$ cat src/rtl/rv_pkg.sv
// Shared definitions for the register-file read side.
// Provides register-index width, register count, default datapath width
// and the register-index type used by operand_fetch_stage and rv_scoreboard.
package rv_pkg;
  localparam int REG_AW       = 5;
  localparam int NREG         = 32;
  localparam int XLEN_DEFAULT = 32;

  typedef logic [REG_AW-1:0] reg_idx_t;
endpackage

$ cat src/rtl/rv_scoreboard.sv
// Pending-destination scoreboard: one busy bit per architectural register.
// Ports:
//   i_clk, i_rst           clock, asynchronous active-high reset
//   i_set_en / i_set_idx   mark a register as having a writer in flight
//   i_clr_en / i_clr_idx   writeback retires a register (caller excludes x0)
//   i_sq_en  / i_sq_idx    squash of a flushed, never-transferred writer
//   i_q_rs1 / i_q_rs2      source indices to check
//   i_q_rd / i_q_rd_chk    destination index to check (WAW) and its enable
//   o_hazard               combinational stall request
//   o_busy                 current busy vector
module rv_scoreboard
  import rv_pkg::*;
(
  input  logic            i_clk,
  input  logic            i_rst,
  input  logic            i_set_en,
  input  reg_idx_t        i_set_idx,
  input  logic            i_clr_en,
  input  reg_idx_t        i_clr_idx,
  input  logic            i_sq_en,
  input  reg_idx_t        i_sq_idx,
  input  reg_idx_t        i_q_rs1,
  input  reg_idx_t        i_q_rs2,
  input  reg_idx_t        i_q_rd,
  input  logic            i_q_rd_chk,
  output logic            o_hazard,
  output logic [NREG-1:0] o_busy
);

  logic [NREG-1:0] r_busy;
  logic [NREG-1:0] w_busy_nxt;
  logic            w_hit1;
  logic            w_hit2;
  logic            w_hit3;

  // A writeback in the same cycle is bypassed, so it cancels the stall.
  assign w_hit1 = i_clr_en && (i_clr_idx == i_q_rs1);
  assign w_hit2 = i_clr_en && (i_clr_idx == i_q_rs2);
  assign w_hit3 = i_clr_en && (i_clr_idx == i_q_rd);

  assign o_hazard = (r_busy[i_q_rs1] && !w_hit1) ||
                    (r_busy[i_q_rs2] && !w_hit2) ||
                    (i_q_rd_chk && r_busy[i_q_rd] && !w_hit3);

  // Set is applied last so a same-index set and clear resolves to set.
  always_comb begin
    w_busy_nxt = r_busy;
    if (i_clr_en) w_busy_nxt[i_clr_idx] = 1'b0;
    if (i_sq_en)  w_busy_nxt[i_sq_idx]  = 1'b0;
    if (i_set_en) w_busy_nxt[i_set_idx] = 1'b1;
    w_busy_nxt[0] = 1'b0;
  end

  always_ff @(posedge i_clk or posedge i_rst) begin
    if (i_rst) r_busy <= '0;
    else       r_busy <= w_busy_nxt;
  end

  assign o_busy = r_busy;

endmodule

$ cat src/rtl/operand_fetch_stage.sv
// Operand fetch: drives register-file read addresses, bypasses same-cycle
// writeback data, stalls on RAW/WAW hazards via rv_scoreboard and presents
// results through a one-entry valid/ready output register.
// Ports:
//   CLK, RST                         clock, asynchronous active-high reset
//   in_valid/in_ready, in_rs1/2, in_rd, in_rd_we, in_ctrl   decoded input
//   rf_a1/rf_a2, rf_rd1/rf_rd2       combinational register-file read
//   wb_we, wb_a, wb_wd               writeback port (bypass + scoreboard clear)
//   flush                            squash a held, non-transferring output
//   out_valid/out_ready, out_*       registered result to execute
module operand_fetch_stage
  import rv_pkg::*;
#(
  parameter int XLEN   = XLEN_DEFAULT,
  parameter int CTRL_W = 16
) (
  input  logic              CLK,
  input  logic              RST,
  input  logic              in_valid,
  output logic              in_ready,
  input  reg_idx_t          in_rs1,
  input  reg_idx_t          in_rs2,
  input  reg_idx_t          in_rd,
  input  logic              in_rd_we,
  input  logic [CTRL_W-1:0] in_ctrl,
  output reg_idx_t          rf_a1,
  output reg_idx_t          rf_a2,
  input  logic [XLEN-1:0]   rf_rd1,
  input  logic [XLEN-1:0]   rf_rd2,
  input  logic              wb_we,
  input  reg_idx_t          wb_a,
  input  logic [XLEN-1:0]   wb_wd,
  input  logic              flush,
  output logic              out_valid,
  input  logic              out_ready,
  output logic [XLEN-1:0]   out_rs1_val,
  output logic [XLEN-1:0]   out_rs2_val,
  output reg_idx_t          out_rd,
  output logic              out_rd_we,
  output logic [CTRL_W-1:0] out_ctrl
);

  logic              r_out_valid;
  logic [XLEN-1:0]   r_out_rs1_val;
  logic [XLEN-1:0]   r_out_rs2_val;
  reg_idx_t          r_out_rd;
  logic              r_out_rd_we;
  logic [CTRL_W-1:0] r_out_ctrl;

  logic              w_wb_clr;
  logic              w_hazard;
  logic              w_in_ready;
  logic              w_accept;
  logic              w_set_en;
  logic              w_squash;
  logic [XLEN-1:0]   w_op1;
  logic [XLEN-1:0]   w_op2;
  logic [NREG-1:0]   w_busy;

  // x0 reads as zero; otherwise a same-cycle writeback wins over the RF.
  function automatic logic [XLEN-1:0] sel_operand(
    input reg_idx_t        rs,
    input logic [XLEN-1:0] rf_val,
    input logic            wb_clr,
    input reg_idx_t        wa,
    input logic [XLEN-1:0] wd
  );
    if (rs == '0)                    return '0;
    else if (wb_clr && (wa == rs))   return wd;
    else                             return rf_val;
  endfunction

  assign rf_a1 = in_rs1;
  assign rf_a2 = in_rs2;

  // Writes to x0 are ignored everywhere, including the bypass.
  assign w_wb_clr   = wb_we && (wb_a != '0);
  assign w_in_ready = !w_hazard && !flush && (!r_out_valid || out_ready);
  assign w_accept   = in_valid && w_in_ready;
  assign w_set_en   = w_accept && in_rd_we && (in_rd != '0);
  // Only a held (non-transferring) instruction gives back its busy bit.
  assign w_squash   = flush && r_out_valid && !out_ready && r_out_rd_we;

  assign w_op1 = sel_operand(in_rs1, rf_rd1, w_wb_clr, wb_a, wb_wd);
  assign w_op2 = sel_operand(in_rs2, rf_rd2, w_wb_clr, wb_a, wb_wd);

  rv_scoreboard u_sb (
    .i_clk      (CLK),
    .i_rst      (RST),
    .i_set_en   (w_set_en),
    .i_set_idx  (in_rd),
    .i_clr_en   (w_wb_clr),
    .i_clr_idx  (wb_a),
    .i_sq_en    (w_squash),
    .i_sq_idx   (r_out_rd),
    .i_q_rs1    (in_rs1),
    .i_q_rs2    (in_rs2),
    .i_q_rd     (in_rd),
    .i_q_rd_chk (in_rd_we),
    .o_hazard   (w_hazard),
    .o_busy     (w_busy)
  );

  // Output register: load on accept, drain on transfer or flush, else hold.
  always_ff @(posedge CLK or posedge RST) begin
    if (RST) begin
      r_out_valid   <= 1'b0;
      r_out_rs1_val <= '0;
      r_out_rs2_val <= '0;
      r_out_rd      <= '0;
      r_out_rd_we   <= 1'b0;
      r_out_ctrl    <= '0;
    end else if (w_accept) begin
      r_out_valid   <= 1'b1;
      r_out_rs1_val <= w_op1;
      r_out_rs2_val <= w_op2;
      r_out_rd      <= in_rd;
      r_out_rd_we   <= in_rd_we;
      r_out_ctrl    <= in_ctrl;
    end else if (out_ready || flush) begin
      r_out_valid   <= 1'b0;
    end
  end

  assign in_ready    = w_in_ready;
  assign out_valid   = r_out_valid;
  assign out_rs1_val = r_out_rs1_val;
  assign out_rs2_val = r_out_rs2_val;
  assign out_rd      = r_out_rd;
  assign out_rd_we   = r_out_rd_we;
  assign out_ctrl    = r_out_ctrl;

endmodule

$ cat config.mk
export PLATFORM = sky130hd
export DESIGN_NAME = operand_fetch_stage
export DESIGN_NICKNAME = d
export VERILOG_FILES = /design/src/rtl/rv_pkg.sv /design/src/rtl/rv_scoreboard.sv /design/src/rtl/operand_fetch_stage.sv
export SDC_FILE = /design/constraint.sdc
export NUM_CORES = 1
export LEC_CHECK = 0
export CAP_MARGIN = 30
export CORE_UTILIZATION = 30
export CTS_CLUSTER_DIAMETER = 50
export DETAILED_ROUTE_END_ITERATION = 7
export PLACE_DENSITY = 0.64
export SYNTH_ARGS = -nofsm -noshare
export SYNTH_HDL_FRONTEND = slang
export SYNTH_SLANG_ARGS = --single-unit
$ cat constraint.sdc
create_clock -name CLK -period 4.2 [get_ports CLK]
set_input_delay 1.05 -clock CLK [delete_from_list [all_inputs] [get_ports CLK]]
set_output_delay 1.05 -clock CLK [all_outputs]
set_load 0.01 [all_outputs]
* After elaboration in Yosys (flattened, before gate mapping)
Cells that the tools add are included.
Storage, ports and cells: bits in registers 118, latch bits 0, bits in writable memories 0, memory bits (read-only) 0, bits of input ports 139, output and inout bits 98, memories 0
Cells by class: add/sub/neg operators 0, $mul 0, div/mod/pow operators 0, magnitude comparators 8, equal/unequal tests 3, shifts and indexed selects 0, multiplexer cells 21, bitwise logic cells 5, reduce and logical (&&, ||, !) cells 35
Operators with widths (number):
- $mux W32 | 7
- $and A32 B32 Y32 | 2
- $not A32 Y32 | 2
- $or A32 B32 Y32 | 1
- $lt A5 B6 Y1 const B | 5
- $logic_and A1 B1 Y1 | 19
- $bmux W1 S5 | 3
- $demux W1 S5 | 3
- $eq A5 B5 Y1 | 3
- $ge A5 B1 Y1 const B | 3
- $logic_not A5 Y1 | 2
- $reduce_bool A5 Y1 | 2
- $mux W1 | 8
- $logic_not A1 Y1 | 7
- $logic_or A1 B1 Y1 | 4
- $reduce_bool A2 Y1 | 1

* Longest topological paths before layout
Gate-level depths: netlist of run 1.
depth after elaboration 14, depth in mapped cells 11, gate-level depth less buffers 6

* Cells and area by module
A second synthesis of run 1 with hierarchy kept.
Unflattened totals: cells, all modules 679, area total of the unflattened synthesis 6756.5 sq um
By module, submodules not included:
- operand_fetch_stage | times used 1, cells an instance 411, area an instance 4093.9 sq um
- rv_scoreboard | times used 1, cells an instance 268, area an instance 2662.6 sq um

* Worst setup path after synthesis of run 1
OpenSTA, ideal clock, no wires.
kind input-to-output, start point input wb_a[1], end point output in_ready, arrival time 2661 ps, slack 489 ps, stages on the path 7, path buffers 2, cells stage by stage buf_2 > or2_1 > buf_2 > o41ai_4 > nor4_2 > or4_1 > and4_1
Between the ends: cells in the longest elaborated chain, start to end 10, elaborated cells between the ends (all ways) 19, those cells by class eq/ne (3); reduce/logical (16)
RTL lines:
- from (decl) | RTL line operand_fetch_stage.sv:31 | input reg_idx_t wb_a,
- $reduce_bool A5 Y1 | RTL line operand_fetch_stage.sv:77 | assign w_wb_clr = wb_we && (wb_a != '0);
- $logic_and A1 B1 Y1 | RTL line operand_fetch_stage.sv:77
- $logic_and A1 B1 Y1, on equally long branches | RTL line rv_scoreboard.sv:37, rv_scoreboard.sv:38
- $logic_not A1 Y1, on equally long branches | RTL line rv_scoreboard.sv:41, rv_scoreboard.sv:42
- $logic_and A1 B1 Y1, on equally long branches | RTL line rv_scoreboard.sv:41, rv_scoreboard.sv:42
- $logic_or A1 B1 Y1 | RTL line rv_scoreboard.sv:41 | assign o_hazard = (r_busy[i_q_rs1] && !w_hit1) ||
- $logic_or A1 B1 Y1 (*) | RTL line rv_scoreboard.sv:42 | (r_busy[i_q_rs2] && !w_hit2) ||
- $logic_not A1 Y1 (*) | RTL line operand_fetch_stage.sv:78 | assign w_in_ready = !w_hazard && !flush && (!r_out_valid || out_ready);
- $logic_and A1 B1 Y1 (*) (2 in series) | RTL line operand_fetch_stage.sv:78
- to (decl) | RTL line operand_fetch_stage.sv:20 | output logic in_ready,
Every way passes the cells marked *; elsewhere a longest branch is shown, timed or not.

* Final worst setup path of run 1
start point input wb_a[0], end point output in_ready
The elaborated chain is that of the path after synthesis.

==> results of run 1 <==
cells by family after synthesis:
group                     synth area share, %
and+or+nand+nor                          9.49
AOI/OAI and AO/OA                        9.58
xor gates and xnor gates                 1.86
DFF                                      41.8
muxes                                    31.5
buffers and inverters                    5.81
cell usage in the layout, fill, tap and decap left out, types with 2 or more instances in the layout:
master	count
buf_6	2
mux2_2	2
o221ai_1	25
clkinvlp_4	3
buf_12	5
mux4_2	21
xnor2_1	6
or3b_2	4
nand2b_1	3
o21ai_0	6
o31ai_1	31
nand4_1	2
nand3_1	11
clkdlybuf4s50_1	232
nor2b_1	7
o21a_1	6
inv_6	7
a21oi_1	2
or3_1	4
dfrtp_1	118
xor2_1	9
a32o_1	2
nor3b_1	3
mux2i_1	76
inv_1	3
nand2_1	13
mux2_1	86
clkbuf_16	17
nor2_1	75
a31oi_1	2
buf_4	53
clkinv_4	2
nand3b_1	7
worst register-to-register path: cells and delay by family, from the launching register on:
family | cells | cell delay [ns]
DFF | 1 | 0.47
and+or+nand+nor | 2 | 0.74
buffers and inverters | 1 | 0.49
muxes | 3 | 0.75
AOI/OAI and AO/OA | 1 | 0.25
power groups by stage:
stage          Sequential [mW]  Clock, mW  Combinational [mW]
5_1_grt                   1.60       1.53                1.38
2_1_floorplan             1.63          0               0.457
6_report                  1.57       1.43                1.29
3_3_place_gp              1.57          0                1.28
4_1_cts                   1.57       1.47                1.30
3_5_place_dp              1.58          0                1.29
per-stage QoR:
stage	power [mW]	hold WS, ns	std cells	TNS, ns	worst slack [ns]
finish	4.29	0.485	1187	0	0.0833
CTS	4.34	0.492	1184	0	0.00468
detailed placement	2.87	0.480	1151	-0.467	-0.464
global route	4.51	0.496	1187	0	0.0246
global placement	2.85	0.473	1151	-0.445	-0.445
floorplan	2.09	0.534	611	0	0.0209
how the worst max path moves through the flow:
stage | cells after the start | slack (ns) | start | to
after detailed placement | 7 | -0.46 | in_rd[0] | in_ready
after global routing | 9 | 0.02 | wb_a[0] | in_ready
after global placement | 7 | -0.45 | in_rd[0] | in_ready
after floorplan | 1 | 0.02 | RST | out_ctrl[0]
after CTS | 8 | 0.005 | in_rs1[0] | in_ready
final | 9 | 0.08 | wb_a[0] | in_ready
repair_timing:
| item | CTS | global route |
|---|---|---|
| gates resized for setup | 5 | 8 |
| pin swaps | 0 | 6 |
| setup endpoints to repair | 1 | 1 |
| buffers inserted | 1 | 3 |
layout make-up:
class | count | area [sq um]
Sequential cell | 118 | 2950
Timing Repair Buffer | 296 | 2870
Tap cell | 313 | 392
Inverter | 4 | 17.5
Multi-Input combinational cell | 424 | 3730
Clock buffer | 18 | 439
Fill cell | 2215 | 12300
Clock inverter | 14 | 136
registers in the layout (all words and copies together) (netlist names):
register     flops
out_valid        1
out_rd_we        1
out_ctrl        16
u_sb.o_busy     31
out_rs2_val     32
out_rd           5
out_rs1_val     32
layer usage:
layer  vias to the layer above  global-route usage [%]  part of all wire (%)
li1                       2767                       -                     -
met4                         0                    6.91                   2.1
met5                         -                       0                     0
met3                        52                    7.05                    10
met1                      3017                    24.2                    40
met2                       362                    32.2                    48
==> results_dict.tcl, run 1 <==
set metrics [dict create \
    relSlewSlack_pct 54.2 \
    fp-row-count 55 \
    cp_max_fo 2 \
    synth_seq_cells 118 \
    grt-ovfl-total 0 \
    cp-start-kind "input port" \
    fmax_mhz 243 \
    yosysTopAreaCell "dfrtp_1" \
    dpl.hpwl_mm 16.5 \
    cts_max_level 4 \
    rsz0062_at_grt "false" \
    routedWlPerCell_microns 19.7 \
    cp.buffers_inverters 4 \
    end_kind "primary output" \
    syn_nets 750 \
    post-synth-top-count-cell "dfrtp_1" \
    fin_util_pct 46.1 \
    nNetsFinal 1000 \
    worstReg2RegEnd "out_rs1_val[0]" \
    worst_ep_required_time_ns 3.15 \
    worst_clock_skew_ns 0.0108 \
    syn_area_sq_mm 0.00707 \
    p_int_mw 2.99 \
    routed_wl_mm 23.3 \
    dieArea_sq_mm 0.0242 \
    ys_top_cells_by_count "118 x dfrtp_1, 86 x mux2_1, 76 x mux2i_1, 76 x nor2_1, 31 x o31ai_1" \
    holdPathEnd "out_rs2_val[4]" \
    peakVddDrop_uv 235 \
    drive_gt1_share_pct 15.1 \
    switchingPower_mw 1.30 \
    cpPeakStageDelay_ns 0.43 \
    hold_violations 0 \
    p_sw_share_pct 30.3 \
    drtIter0Drc 330 \
    final.min_clock_period_ns 4.12 \
    synth_top_cell_area_share_pct 41.8 \
    vias_per_cell 5.22 \
    holdPathStages 1 \
    synth_async_sr_flop_share_pct 100 \
    root_buffer "clkbuf_16" \
    p_comb_share_pct 30.0 \
    initial_utilization_pct 30.9 \
    clock_power_share_pct 33.4 \
    ioPinCount 237 \
    critPathMostFrequentCell "buf_4" \
    grt_pass1_wl_mm 36.1 \
    area_growth_pct 49.1 \
    ys.warnings.count 0 \
    ant_nets 0 \
    p_seq_share_pct 36.6 \
    syn_avg_cell_area_sq_um 11.6 \
    p_leak_nw 4.14 \
    diodes 0 \
    placed_area_sq_mm 0.00993 \
    drv_cap 0 \
    synth_edf_count 0 \
    die_height_microns 155 \
    reg2reg_slack_ns 1.37 \
    min_path_type "reg2reg" \
    clkSinkCount 118 \
    status "complete, no violations" \
    clockBufferDepth 2 \
    worst-setup-path-type "in2out" \
    clock_latency_ns 0.42 \
    port_buffers 236 \
    path_cells "clkdlybuf4s50_1 -> or2_4 -> o41ai_4 -> buf_4 -> buf_4 -> o41ai_1 -> a31o_2 -> and4_1 -> buf_2" \
    grt_max_degree 82 \
    period_share_pct 98.0 \
    hold_buffers 0 \
    die_w_microns 155 \
    postLayoutCellArea_sq_mm 0.0105 \
    yosys-top-cells-area "dfrtp_1 42%, mux2_1 14%, mux2i_1 11%" \
    worst_pin_slew_ns 0.687 \
    drc_errors 0 \
    drt_pass1_iterations 4 \
    gp_congestion 0.913 \
    cts_tree "built" \
    report.final.slew_viol_count 0 \
    worstReg2RegStart "u_sb.o_busy[27]" \
    yosysSeqAreaShare_pct 41.8 \
    vias 6198 \
    min-delay-start "out_rs2_val[4]" \
    grt_usage_pct 19.8 \
    coreArea_sq_mm 0.0228 \
    rr_worst_depth 7 \
    setup_violations 0 \
    grt_pass1_vias 6354 \
    crit_family "buffers and inverters" \
    path_clk_slew_ns 0.05 \
    syn-instance-count 611 \
    antenna_found_initial 0 \
    cp.arrival_ns 3.07 \
    synthDistinctLibCells 47 \
    cts_buffers 17 \
    ys.flop_type "dfrtp_1" \
    pwr_density_cell_mw_per_mm2 407 \
    critPathSlowestCell "clkdlybuf4s50_1" \
]
Note: power is estimated with default switching activity, not from simulation.
==> inputs of run 2 (changes only) <==
CTS_CLUSTER_SIZE = 12   (was not set)
==> results of run 2 <==
No change in the layout: final DEF, timing and power equal those of run 1.
==> inputs of run 3 (changes only) <==
HOLD_SLACK_MARGIN = 0.12   (was not set)
==> results of run 3 <==
No change in the layout: final DEF, timing and power equal those of run 1.
